File: src/rtl/tcp_socket_arbiter.sv
// Round-robin arbiter sharing one SocketManager among NUM_REQ requesters, one op in flight,
// per-op timeout and periodic aging ticks. Optional counters: define TCP_SOCKET_ARB_STATS_EN.
module tcp_socket_arbiter #(
  parameter int NUM_REQ    = 4,
  parameter int HDR_W      = 64,
  parameter int SOCKID_W   = 10,
  parameter int AGE_PERIOD = 1000000,
  parameter int TIMEOUT    = 64
) (
  input  logic                        clk,
  input  logic                        rst_n,
  input  logic [NUM_REQ-1:0]          req_valid,
  input  logic [2*NUM_REQ-1:0]        req_op,
  input  logic [HDR_W*NUM_REQ-1:0]    req_headers,
  input  logic [SOCKID_W*NUM_REQ-1:0] req_sockid,
  output logic [NUM_REQ-1:0]          req_ready,
  output logic [NUM_REQ-1:0]          rsp_valid,
  output logic                        rsp_hit,
  output logic                        rsp_fail,
  output logic [SOCKID_W-1:0]         rsp_sockid,
  output logic                        mgr_lookup_en,
  output logic [HDR_W-1:0]            mgr_lookup_headers,
  input  logic                        mgr_lookup_done,
  input  logic                        mgr_lookup_hit,
  input  logic [SOCKID_W-1:0]         mgr_lookup_sockid,
  output logic                        mgr_insert_en,
  output logic [HDR_W-1:0]            mgr_insert_headers,
  input  logic                        mgr_insert_done,
  input  logic                        mgr_insert_fail,
  input  logic [SOCKID_W-1:0]         mgr_insert_sockid,
  output logic                        mgr_remove_en,
  output logic [SOCKID_W-1:0]         mgr_remove_sockid,
  input  logic                        mgr_remove_done,
  output logic                        mgr_aging_tick,
  output logic                        busy,
  output logic                        timeout_err,
  output logic [31:0]                 stat_ops,
  output logic [15:0]                 stat_timeouts
);

  localparam int IDX_W = (NUM_REQ > 1) ? $clog2(NUM_REQ) : 1;
  localparam int AGE_W = (AGE_PERIOD > 1) ? $clog2(AGE_PERIOD) : 1;
  localparam int TO_W  = $clog2(TIMEOUT + 1);

  localparam logic [1:0] OP_LOOKUP = 2'b00;
  localparam logic [1:0] OP_INSERT = 2'b01;
  localparam logic [1:0] OP_REMOVE = 2'b10;

  typedef enum logic [1:0] {
    S_IDLE  = 2'd0,
    S_ISSUE = 2'd1,
    S_WAIT  = 2'd2,
    S_RESP  = 2'd3
  } state_e;

  state_e              state_q;
  logic [IDX_W-1:0]    rr_q;
  logic [IDX_W-1:0]    idx_q;
  logic [1:0]          op_q;
  logic [HDR_W-1:0]    key_q;
  logic [SOCKID_W-1:0] sid_q;
  logic [TO_W-1:0]     to_cnt_q;
  logic [NUM_REQ-1:0]  req_ready_q;
  logic [NUM_REQ-1:0]  rsp_valid_q;
  logic                rsp_hit_q;
  logic                rsp_fail_q;
  logic [SOCKID_W-1:0] rsp_sockid_q;
  logic                lookup_en_q;
  logic                insert_en_q;
  logic                remove_en_q;
  logic                tick_q;
  logic                timeout_err_q;
  logic [AGE_W-1:0]    age_cnt_q;
  logic                age_pending_q;

  logic [1:0]          op_arr_s  [NUM_REQ];
  logic [HDR_W-1:0]    hdr_arr_s [NUM_REQ];
  logic [SOCKID_W-1:0] sid_arr_s [NUM_REQ];
  logic [IDX_W-1:0]    grant_idx_s;
  logic                grant_found_s;
  logic [IDX_W-1:0]    rr_next_s;
  logic                done_match_s;
  logic                timeout_evt_s;
  logic                tick_issue_s;
  logic                age_wrap_s;

  for (genvar g = 0; g < NUM_REQ; g++) begin : g_unpack
    assign op_arr_s[g]  = req_op[2*g +: 2];
    assign hdr_arr_s[g] = req_headers[HDR_W*g +: HDR_W];
    assign sid_arr_s[g] = req_sockid[SOCKID_W*g +: SOCKID_W];
  end

  // Rotating priority search: the smallest offset from rr_q that has a valid request wins
  always_comb begin
    logic [IDX_W-1:0] cand;
    logic             hit;
    grant_found_s = 1'b0;
    grant_idx_s   = '0;
    cand          = '0;
    hit           = 1'b0;
    for (int k = NUM_REQ - 1; k >= 0; k--) begin
      cand          = IDX_W'((int'(rr_q) + k) % NUM_REQ);
      hit           = req_valid[cand];
      grant_idx_s   = hit ? cand : grant_idx_s;
      grant_found_s = grant_found_s | hit;
    end
  end

  assign rr_next_s     = (grant_idx_s == IDX_W'(NUM_REQ - 1)) ? '0 : grant_idx_s + IDX_W'(1);
  assign done_match_s  = (op_q == 2'b11) ||
                         ((op_q == OP_LOOKUP) && mgr_lookup_done) ||
                         ((op_q == OP_INSERT) && mgr_insert_done) ||
                         ((op_q == OP_REMOVE) && mgr_remove_done);
  assign timeout_evt_s = (state_q == S_WAIT) && !done_match_s && (to_cnt_q == TO_W'(TIMEOUT - 1));
  assign tick_issue_s  = (state_q == S_IDLE) && age_pending_q;
  assign age_wrap_s    = (age_cnt_q == AGE_W'(AGE_PERIOD - 1));

  // Aging counter; a wrap on the same edge that issues a tick keeps the flag set
  always_ff @(posedge clk or negedge rst_n) begin
    if (!rst_n) begin
      age_cnt_q     <= '0;
      age_pending_q <= 1'b0;
    end else begin
      age_cnt_q <= age_wrap_s ? '0 : age_cnt_q + AGE_W'(1);
      if (age_wrap_s) begin
        age_pending_q <= 1'b1;
      end else if (tick_issue_s) begin
        age_pending_q <= 1'b0;
      end else begin
        age_pending_q <= age_pending_q;
      end
    end
  end

  // Operation sequencer with registered strobes and response fields
  always_ff @(posedge clk or negedge rst_n) begin
    if (!rst_n) begin
      state_q       <= S_IDLE;
      rr_q          <= '0;
      idx_q         <= '0;
      op_q          <= 2'b00;
      key_q         <= '0;
      sid_q         <= '0;
      to_cnt_q      <= '0;
      req_ready_q   <= '0;
      rsp_valid_q   <= '0;
      rsp_hit_q     <= 1'b0;
      rsp_fail_q    <= 1'b0;
      rsp_sockid_q  <= '0;
      lookup_en_q   <= 1'b0;
      insert_en_q   <= 1'b0;
      remove_en_q   <= 1'b0;
      tick_q        <= 1'b0;
      timeout_err_q <= 1'b0;
    end else begin
      req_ready_q <= '0;
      rsp_valid_q <= '0;
      lookup_en_q <= 1'b0;
      insert_en_q <= 1'b0;
      remove_en_q <= 1'b0;
      tick_q      <= 1'b0;
      case (state_q)
        S_IDLE: begin
          if (tick_issue_s) begin
            tick_q <= 1'b1;
          end else if (grant_found_s) begin
            req_ready_q <= NUM_REQ'(1) << grant_idx_s;
            idx_q       <= grant_idx_s;
            op_q        <= op_arr_s[grant_idx_s];
            key_q       <= hdr_arr_s[grant_idx_s];
            sid_q       <= sid_arr_s[grant_idx_s];
            rr_q        <= rr_next_s;
            state_q     <= S_ISSUE;
          end else begin
            state_q <= S_IDLE;
          end
        end
        S_ISSUE: begin
          case (op_q)
            OP_LOOKUP: lookup_en_q <= 1'b1;
            OP_INSERT: insert_en_q <= 1'b1;
            OP_REMOVE: remove_en_q <= 1'b1;
            default:   lookup_en_q <= 1'b0;
          endcase
          to_cnt_q <= '0;
          state_q  <= S_WAIT;
        end
        S_WAIT: begin
          if (done_match_s) begin
            rsp_valid_q <= NUM_REQ'(1) << idx_q;
            state_q     <= S_RESP;
            case (op_q)
              OP_LOOKUP: begin
                rsp_hit_q    <= mgr_lookup_hit;
                rsp_fail_q   <= 1'b0;
                rsp_sockid_q <= mgr_lookup_sockid;
              end
              OP_INSERT: begin
                rsp_hit_q    <= 1'b0;
                rsp_fail_q   <= mgr_insert_fail;
                rsp_sockid_q <= mgr_insert_sockid;
              end
              OP_REMOVE: begin
                rsp_hit_q    <= 1'b0;
                rsp_fail_q   <= 1'b0;
                rsp_sockid_q <= '0;
              end
              default: begin
                rsp_hit_q    <= 1'b0;
                rsp_fail_q   <= 1'b1;
                rsp_sockid_q <= '0;
              end
            endcase
          end else if (timeout_evt_s) begin
            rsp_valid_q   <= NUM_REQ'(1) << idx_q;
            rsp_hit_q     <= 1'b0;
            rsp_fail_q    <= 1'b1;
            rsp_sockid_q  <= '0;
            timeout_err_q <= 1'b1;
            state_q       <= S_RESP;
          end else begin
            to_cnt_q <= to_cnt_q + TO_W'(1);
          end
        end
        S_RESP: begin
          state_q <= S_IDLE;
        end
        default: begin
          state_q <= S_IDLE;
        end
      endcase
    end
  end

  assign req_ready          = req_ready_q;
  assign rsp_valid          = rsp_valid_q;
  assign rsp_hit            = rsp_hit_q;
  assign rsp_fail           = rsp_fail_q;
  assign rsp_sockid         = rsp_sockid_q;
  assign mgr_lookup_en      = lookup_en_q;
  assign mgr_insert_en      = insert_en_q;
  assign mgr_remove_en      = remove_en_q;
  assign mgr_lookup_headers = key_q;
  assign mgr_insert_headers = key_q;
  assign mgr_remove_sockid  = sid_q;
  assign mgr_aging_tick     = tick_q;
  assign busy               = (state_q != S_IDLE);
  assign timeout_err        = timeout_err_q;

`ifdef TCP_SOCKET_ARB_STATS_EN
  logic [31:0] stat_ops_q;
  logic [15:0] stat_to_q;

  // Saturating completion and timeout counters
  always_ff @(posedge clk or negedge rst_n) begin
    if (!rst_n) begin
      stat_ops_q <= 32'd0;
      stat_to_q  <= 16'd0;
    end else begin
      if ((state_q == S_RESP) && (stat_ops_q != 32'hFFFF_FFFF)) begin
        stat_ops_q <= stat_ops_q + 32'd1;
      end else begin
        stat_ops_q <= stat_ops_q;
      end
      if (timeout_evt_s && (stat_to_q != 16'hFFFF)) begin
        stat_to_q <= stat_to_q + 16'd1;
      end else begin
        stat_to_q <= stat_to_q;
      end
    end
  end

  assign stat_ops      = stat_ops_q;
  assign stat_timeouts = stat_to_q;
`else
  assign stat_ops      = 32'd0;
  assign stat_timeouts = 16'd0;
`endif

endmodule

File: config.mk
export PLATFORM = sky130hd
export DESIGN_NAME = tcp_socket_arbiter
export DESIGN_NICKNAME = d
export VERILOG_FILES = /design/src/rtl/tcp_socket_arbiter.sv
export SDC_FILE = /design/constraint.sdc
export NUM_CORES = 1
export LEC_CHECK = 0
export ABC_AREA = 1
export ABC_CLOCK_PERIOD_IN_PS = 5900
export CAP_MARGIN = 20
export CORE_AREA = 5 5 208 210
export CTS_CLUSTER_DIAMETER = 150
export DETAILED_ROUTE_END_ITERATION = 16
export DIE_AREA = 0 0 213 215
export GPL_ROUTABILITY_DRIVEN = 0
export PLACE_DENSITY = 0.58
export SETUP_SLACK_MARGIN = 0.1
export SLEW_MARGIN = 15
export SYNTH_ARGS = -nofsm -noshare
export SYNTH_HDL_FRONTEND = slang
export SYNTH_SLANG_ARGS = --single-unit
File: constraint.sdc
create_clock -name clk -period 5.9 [get_ports clk]
set_input_delay 0.59 -clock clk [delete_from_list [all_inputs] [get_ports clk]]
set_output_delay 0.59 -clock clk [all_outputs]
set_load 0.02 [all_outputs]
==> run summary, run 1 <==
fmax: 0.285 GHz
htree depth: 4
status: complete, no violations
CTS Buf Count: 17
GRT Overall Usage: 0.174
most common cell after layout, fill and taps aside: nand2_1
routed via count: 11462
commonest cells after routing, fill and taps aside: 559 x nand2_1, 497 x clkdlybuf4s50_1, 353 x inv_1
fin. max-slew vios: 0
synth-to-layout area growth: 50.3%
maximum buffer depth of the clock tree: 2
vias in the first global route: 11581
PwrDens: 548 mW/mm^2
Critical Path RT: 6230 ps
I/O pins: 547
# DRC: 0
Synth cell types: 36
endpoints failing setup: 0
total routed wirelength: 41100 um
vias per cell: 4.35
GR Overflow Total: 0
Slew Limit Headroom: 0.251
CP Max Fanout: 154
critical path launch point type: register
Worst Path Arrival: 3840 ps
CTS root buf: clkbuf_16
Die X: 213 um
DP Wirelength: 30000 um
Die Ht: 215 um
Final TNS setup: 0 ps
first-pass GRT wire length: 63700 um
Syn Area/Cell: 6.13 um^2
First-pass DRT Iterations: 5
fin crit share: 0.596
register area: 0.00338 mm^2
post-CTS sizing: 0
drt first-iter violations: 531
Slew @ Worst Pin: 1120 ps
TritonCTS clock tree: built
CP peak stage delay: 860 ps
WS Path Type: reg2reg
Final Net Count: 2424
CTS Hold Bufs: 0
layout cell share with drive strength beyond 1: 0.0243
Core ar.: 0.0414 mm^2
crit path from: rr_q[0]
Post-Syn Area: 0.0105 mm^2
antenna violations before repair: 4
Post-CTS Setup Bufs: 0
CP max-delay cell: nand2_8
Period minus WS final: 3510 ps
cell repeated most along the worst path: nand2_1
leakage: 0.00846 uW
# port buffers: 498
Post-synth ARST share: 1.00
clock slew at reported path FFs: 70 ps
total die area: 0.0458 mm^2
fill count: 4468
Setup Skew: 15.5 ps
Final Power: 8650 uW
Routed WL per cell: 15.6 um
number of synthesized flops with an enable pin: 0
VDD IR max: 0.000525 V
final core utilization: 0.381
setup repair after global routing missed its margin: no
number of synthesis warnings: 0
largest net degree at the start of global routing: 155
maxcap violations: 0
clock sinks: 135
CP endpoint kind: register
Initial Utilization: 0.254
worst path cell trace: o21ai_0, nand2_1, nand2_1, inv_2, nand3_4, nand2_8, nand2_1, nand3_1, nand2_1, nand2_1, nand2_1
num rows: 75
Post-Syn Instances: 1713
register area share after synthesis: 0.322
Top FF cell, synth: dfrtp_1
footprint of the multi-input gates: 0.00475 mm^2
Clk Latency, worst-skew pair: 440 ps
Routed Antenna Nets: 0
R2R Path Start: rr_q[0]
Fin. Hold Viols: 0
HP Class: in2async
flop and latch count out of synthesis: 135
[stage by stage]
step	cells	hold slack (ps)	instance area, um^2	worst slack, ps
floorplan	1760	294	10700	3920
global placement	2602	449	15200	2170
detailed placement	2602	454	15200	2110
CTS	2634	240	15800	2420
global route	2637	278	15800	2100
finish	2637	214	15800	2390
[state kept, by name, summed over array words and instances, names as in the netlist]
name / count
age_cnt_q: 20
age_pending_q: 1
idx_q: 2
mgr_aging_tick: 1
mgr_insert_en: 1
mgr_insert_headers: 64
mgr_lookup_en: 1
mgr_remove_en: 1
mgr_remove_sockid: 10
op_q: 2
req_ready: 4
rr_q: 2
rsp_fail: 1
rsp_hit: 1
rsp_sockid: 10
rsp_valid: 4
state_q: 2
timeout_err: 1
to_cnt_q: 7
[synthesized netlist by cell type, drive strengths merged (2+ instances only)]
| library cell | instances | area, um^2 |
|---|---|---|
| a21oi | 6 | 30.0 |
| buf | 162 | 1120 |
| clkbuf | 40 | 150 |
| dfrtp | 135 | 3380 |
| ha | 6 | 75.1 |
| inv | 355 | 1330 |
| nand2 | 563 | 2120 |
| nand3 | 343 | 1720 |
| nand4 | 10 | 62.6 |
| nor2 | 36 | 138 |
| nor3 | 12 | 60.1 |
| nor4 | 4 | 25.0 |
| o21ai | 15 | 78.8 |
| or3 | 2 | 12.5 |
| xnor2 | 5 | 43.8 |
| xor2 | 8 | 70.1 |
[area by class of cell]
cell class | instances | share of cell area
Tap cell | 539 | 0.0427
Clock inverter | 14 | 0.00967
Sequential cell | 135 | 0.214
Antenna cell | 2 | 0.000317
Timing Repair Buffer | 506 | 0.321
Multi-Input combinational cell | 1068 | 0.301
Clock buffer | 18 | 0.0272
Inverter | 355 | 0.0845
[per-layer routing]
layer / GRT usage / wire length [um]
met1: 0.211 / 17200
met2: 0.303 / 20400
met5: 0 / 13
met3: 0.0468 / 2890
met4: 0.0474 / 649
[critical path, delay by kind of cell (launching register included)]
kind	cells	cell delay (ps)
compound gates	1	240
buf+inv	1	100
flops	1	730
simple gates	9	2050
[power by group]
group	total, uW	switching [uW]	leakage, uW	internal, uW
Clock	1090	488	0.000284	600
Sequential	1620	346	0.00172	1270
Combinational	5940	3740	0.00646	2200
[worst paths after layout]
path,cells after the start,end,slack (ps)
max in group asynchronous,2,age_cnt_q[10],4360
max reg2reg,11,mgr_insert_headers[19],2390
min in group clk,1,age_cnt_q[0],460
min reg2reg,1,age_cnt_q[0],460
max,11,mgr_insert_headers[19],2390
min,1,mgr_insert_headers[57],210
[logic make-up after synthesis]
family          synth area share
simple gates               0.396
compound gates            0.0137
fa+ha+maj                0.00715
other cells             0.000357
flops                      0.322
mux                      0.00203
buf+inv                    0.248
xor+xnor                  0.0108
Power figures use the tool's default switching activity.
==> run 2: changes to the inputs <==
--- a/config.mk
+++ b/config.mk
@@ -6,14 +6,14 @@
 export NUM_CORES = 1
 export LEC_CHECK = 0
 export ABC_AREA = 1
-export ABC_CLOCK_PERIOD_IN_PS = 5900
+export ABC_CLOCK_PERIOD_IN_PS = 3000
 export CAP_MARGIN = 20
 export CORE_AREA = 5 5 208 210
 export CTS_CLUSTER_DIAMETER = 150
 export DETAILED_ROUTE_END_ITERATION = 16
 export DIE_AREA = 0 0 213 215
 export GPL_ROUTABILITY_DRIVEN = 0
-export PLACE_DENSITY = 0.58
+export PLACE_DENSITY = 0.6
 export SETUP_SLACK_MARGIN = 0.1
 export SLEW_MARGIN = 15
 export SYNTH_ARGS = -nofsm -noshare
==> constraint.sdc (replaced) <==
create_clock -name clk -period 3 [get_ports clk]
set_input_delay 0.3 -clock clk [delete_from_list [all_inputs] [get_ports clk]]
set_output_delay 0.3 -clock clk [all_outputs]
set_load 0.02 [all_outputs]
==> run 2 against run 1 <==
Compared with the run above: clock power rose by 89%; total power rose by 100%; first-iteration DRC count rose by 11%; critical endpoint is now mgr_insert_headers[28]; via count rose by 0.61%; clock skew fell by 5.8 ps.
==> run summary, run 2 (same netlist as run 1, synthesis figures left out) <==
status: complete, no violations (unchanged)
commonest cells after routing, fill and taps aside: 559 x nand2_1, 497 x clkdlybuf4s50_1, 353 x inv_1 (unchanged)
Routed WL per cell: 15.4 um (was 15.6 um)
TritonCTS clock tree: built (unchanged)
layout cell share with drive strength beyond 1: 0.0313 (was 0.0243)
antenna cells: 0 (was 2)
Period minus WS final: 2550 ps (was 3510 ps)
GR Overflow Total: 0 (unchanged)
maxcap violations: 0 (unchanged)
Final Power: 17300 uW (was 8650 uW)
routed via count: 11532 (was 11462)
largest net degree at the start of global routing: 85 (was 155)
first-pass GRT wire length: 63500 um (was 63700 um)
Routed Antenna Nets: 0 (unchanged)
VDD IR max: 0.000755 V (was 0.000525 V)
worst path cell trace: buf_4, nand2_1, o21ai_2, nand2_1, nand3_1, nand2_1, nand2_8, buf_12, nand3_1, nand3_1, nand2_1, nand2_1, nand2_1 (was o21ai_0, nand2_1, nand2_1, inv_2, nand3_4, nand2_8, nand2_1, nand3_1, nand2_1, nand2_1, nand2_1)
antenna violations before repair: 1 (was 4)
GRT Overall Usage: 0.173 (was 0.174)
CP max-delay cell: dfrtp_1 (was nand2_8)
Final TNS setup: 0 ps (unchanged)
Die Ht: 215 um (unchanged)
# port buffers: 498 (unchanged)
vias per cell: 4.35 (about the same)
Critical Path RT: 3310 ps (was 6230 ps)
DP Wirelength: 31000 um (was 30000 um)
Worst Path Arrival: 2860 ps (was 3840 ps)
vias in the first global route: 11679 (was 11581)
post-route cell area: 0.0160 mm^2 (was 0.0158 mm^2)
# DRC: 0 (unchanged)
most common cell after layout, fill and taps aside: nand2_1 (unchanged)
critical path launch point type: register (unchanged)
First-pass DRT Iterations: 5 (unchanged)
I/O pins: 547 (unchanged)
Core ar.: 0.0414 mm^2 (unchanged)
Slew Limit Headroom: 0.386 (was 0.251)
WS Path Type: reg2reg (unchanged)
CP endpoint kind: register (unchanged)
placed instance area: 0.0154 mm^2 (was 0.0152 mm^2)
total die area: 0.0458 mm^2 (unchanged)
Final Net Count: 2440 (was 2424)
leakage: 0.00857 uW (was 0.00846 uW)
Slew @ Worst Pin: 912 ps (was 1120 ps)
fin worst setup slack: 450 ps (was 2390 ps)
post-CTS sizing: 0 (unchanged)
CTS root buf: clkbuf_16 (unchanged)
Die X: 213 um (unchanged)
fin. max-slew vios: 0 (unchanged)
clock slew at reported path FFs: 70 ps (about the same)
Clk Latency, worst-skew pair: 420 ps (was 440 ps)
fill count: 4414 (was 4468)
total routed wirelength: 40900 um (was 41100 um)
setup repair after global routing missed its margin: no (unchanged)
Setup Skew: 9.71 ps (was 15.5 ps)
fin crit share: 0.850 (was 0.596)
maximum buffer depth of the clock tree: 2 (unchanged)
HP Class: in2async (unchanged)
Initial Utilization: 0.254 (unchanged)
clock sinks: 135 (unchanged)
synth-to-layout area growth: 52.4% (was 50.3%)
htree depth: 4 (unchanged)
CP peak stage delay: 570 ps (was 860 ps)
Fin. Hold Viols: 0 (unchanged)
DP Worst Slack: 403 ps (was 2110 ps)
fmax: 0.392 GHz (was 0.285 GHz)
drt first-iter violations: 591 (was 531)
cell repeated most along the worst path: nand2_1 (unchanged)
CP Max Fanout: 84 (was 154)
CTS Buf Count: 17 (unchanged)
endpoints failing setup: 0 (unchanged)
max reg flops: 64 (unchanged)
PwrDens: 1080 mW/mm^2 (was 548 mW/mm^2)
num rows: 75 (unchanged)
-- run 2: report_power, final --
part / switching (uW) / internal (uW)
sequential: 621 / 2510
combinational: 7480 / 4660
clock: 959 / 1100
total: 9050 / 8270
-- run 2: path summary, 6_finish.rpt --
| path | slack, ps | startpoint | end | depth (start not counted) |
|---|---|---|---|---|
| setup / recovery | 450 | rr_q[0] | mgr_insert_headers[28] | 13 |
| hold / removal | 410 | rst_n | mgr_insert_headers[58] | 2 |
| setup reg to reg | 450 | rr_q[0] | mgr_insert_headers[28] | 13 |
| hold reg to reg | 460 | age_cnt_q[0] | age_cnt_q[0] | 1 |
| max in group asynchronous | 1830 | rst_n | mgr_remove_sockid[6] | 3 |
| min in group clk | 460 | age_cnt_q[0] | age_cnt_q[0] | 1 |
-- run 2: stage by stage --
stage          std cells  hold slack [ps]   util
2_1_floorplan       1760             4.41      -
3_3_place_gp        2618              308  0.373
3_5_place_dp        2618              308  0.373
4_1_cts             2651              425  0.387
5_1_grt             2651              437  0.387
6_report            2651              413  0.387
-- run 2: repair_timing --
item / CTS / global route
setup buffers: 0 / 0
hold endpoints to repair: 48 / 0
endpoints found under the setup margin: 0 / 0
hold buffers: 1 / 0
-- run 2: cell type report --
cell class	count	area (um^2)	area share
Clock buffer	18	429	0.0268
Clock inverter	14	133	0.00829
Inverter	355	1330	0.0834
Multi-Input combinational cell	1068	4750	0.297
Sequential cell	135	3380	0.211
Tap cell	539	674	0.0421
Timing Repair Buffer	522	5310	0.332
-- run 2: layer usage --
layer / wire (um) / global-route usage
met2: 20200 / 0.302
met5: 0 / 0
met3: 2850 / 0.0452
met1: 16600 / 0.206
met4: 1240 / 0.0563
-- run 2: worst max-delay path: cells and delay by family (launching register included) --
| kind | cells | cell delay [ps] |
|---|---|---|
| buf+inv | 2 | 520 |
| simple gates | 10 | 1140 |
| flops | 1 | 570 |
| compound gates | 1 | 80 |
==> run 3: changes to the inputs <==
--- a/config.mk
+++ b/config.mk
@@ -19,3 +19,4 @@
 export SYNTH_ARGS = -nofsm -noshare
 export SYNTH_HDL_FRONTEND = slang
 export SYNTH_SLANG_ARGS = --single-unit
+export TNS_END_PERCENT = 100
==> results of run 3 <==
No change in the layout: final DEF, timing and power equal those of run 2.
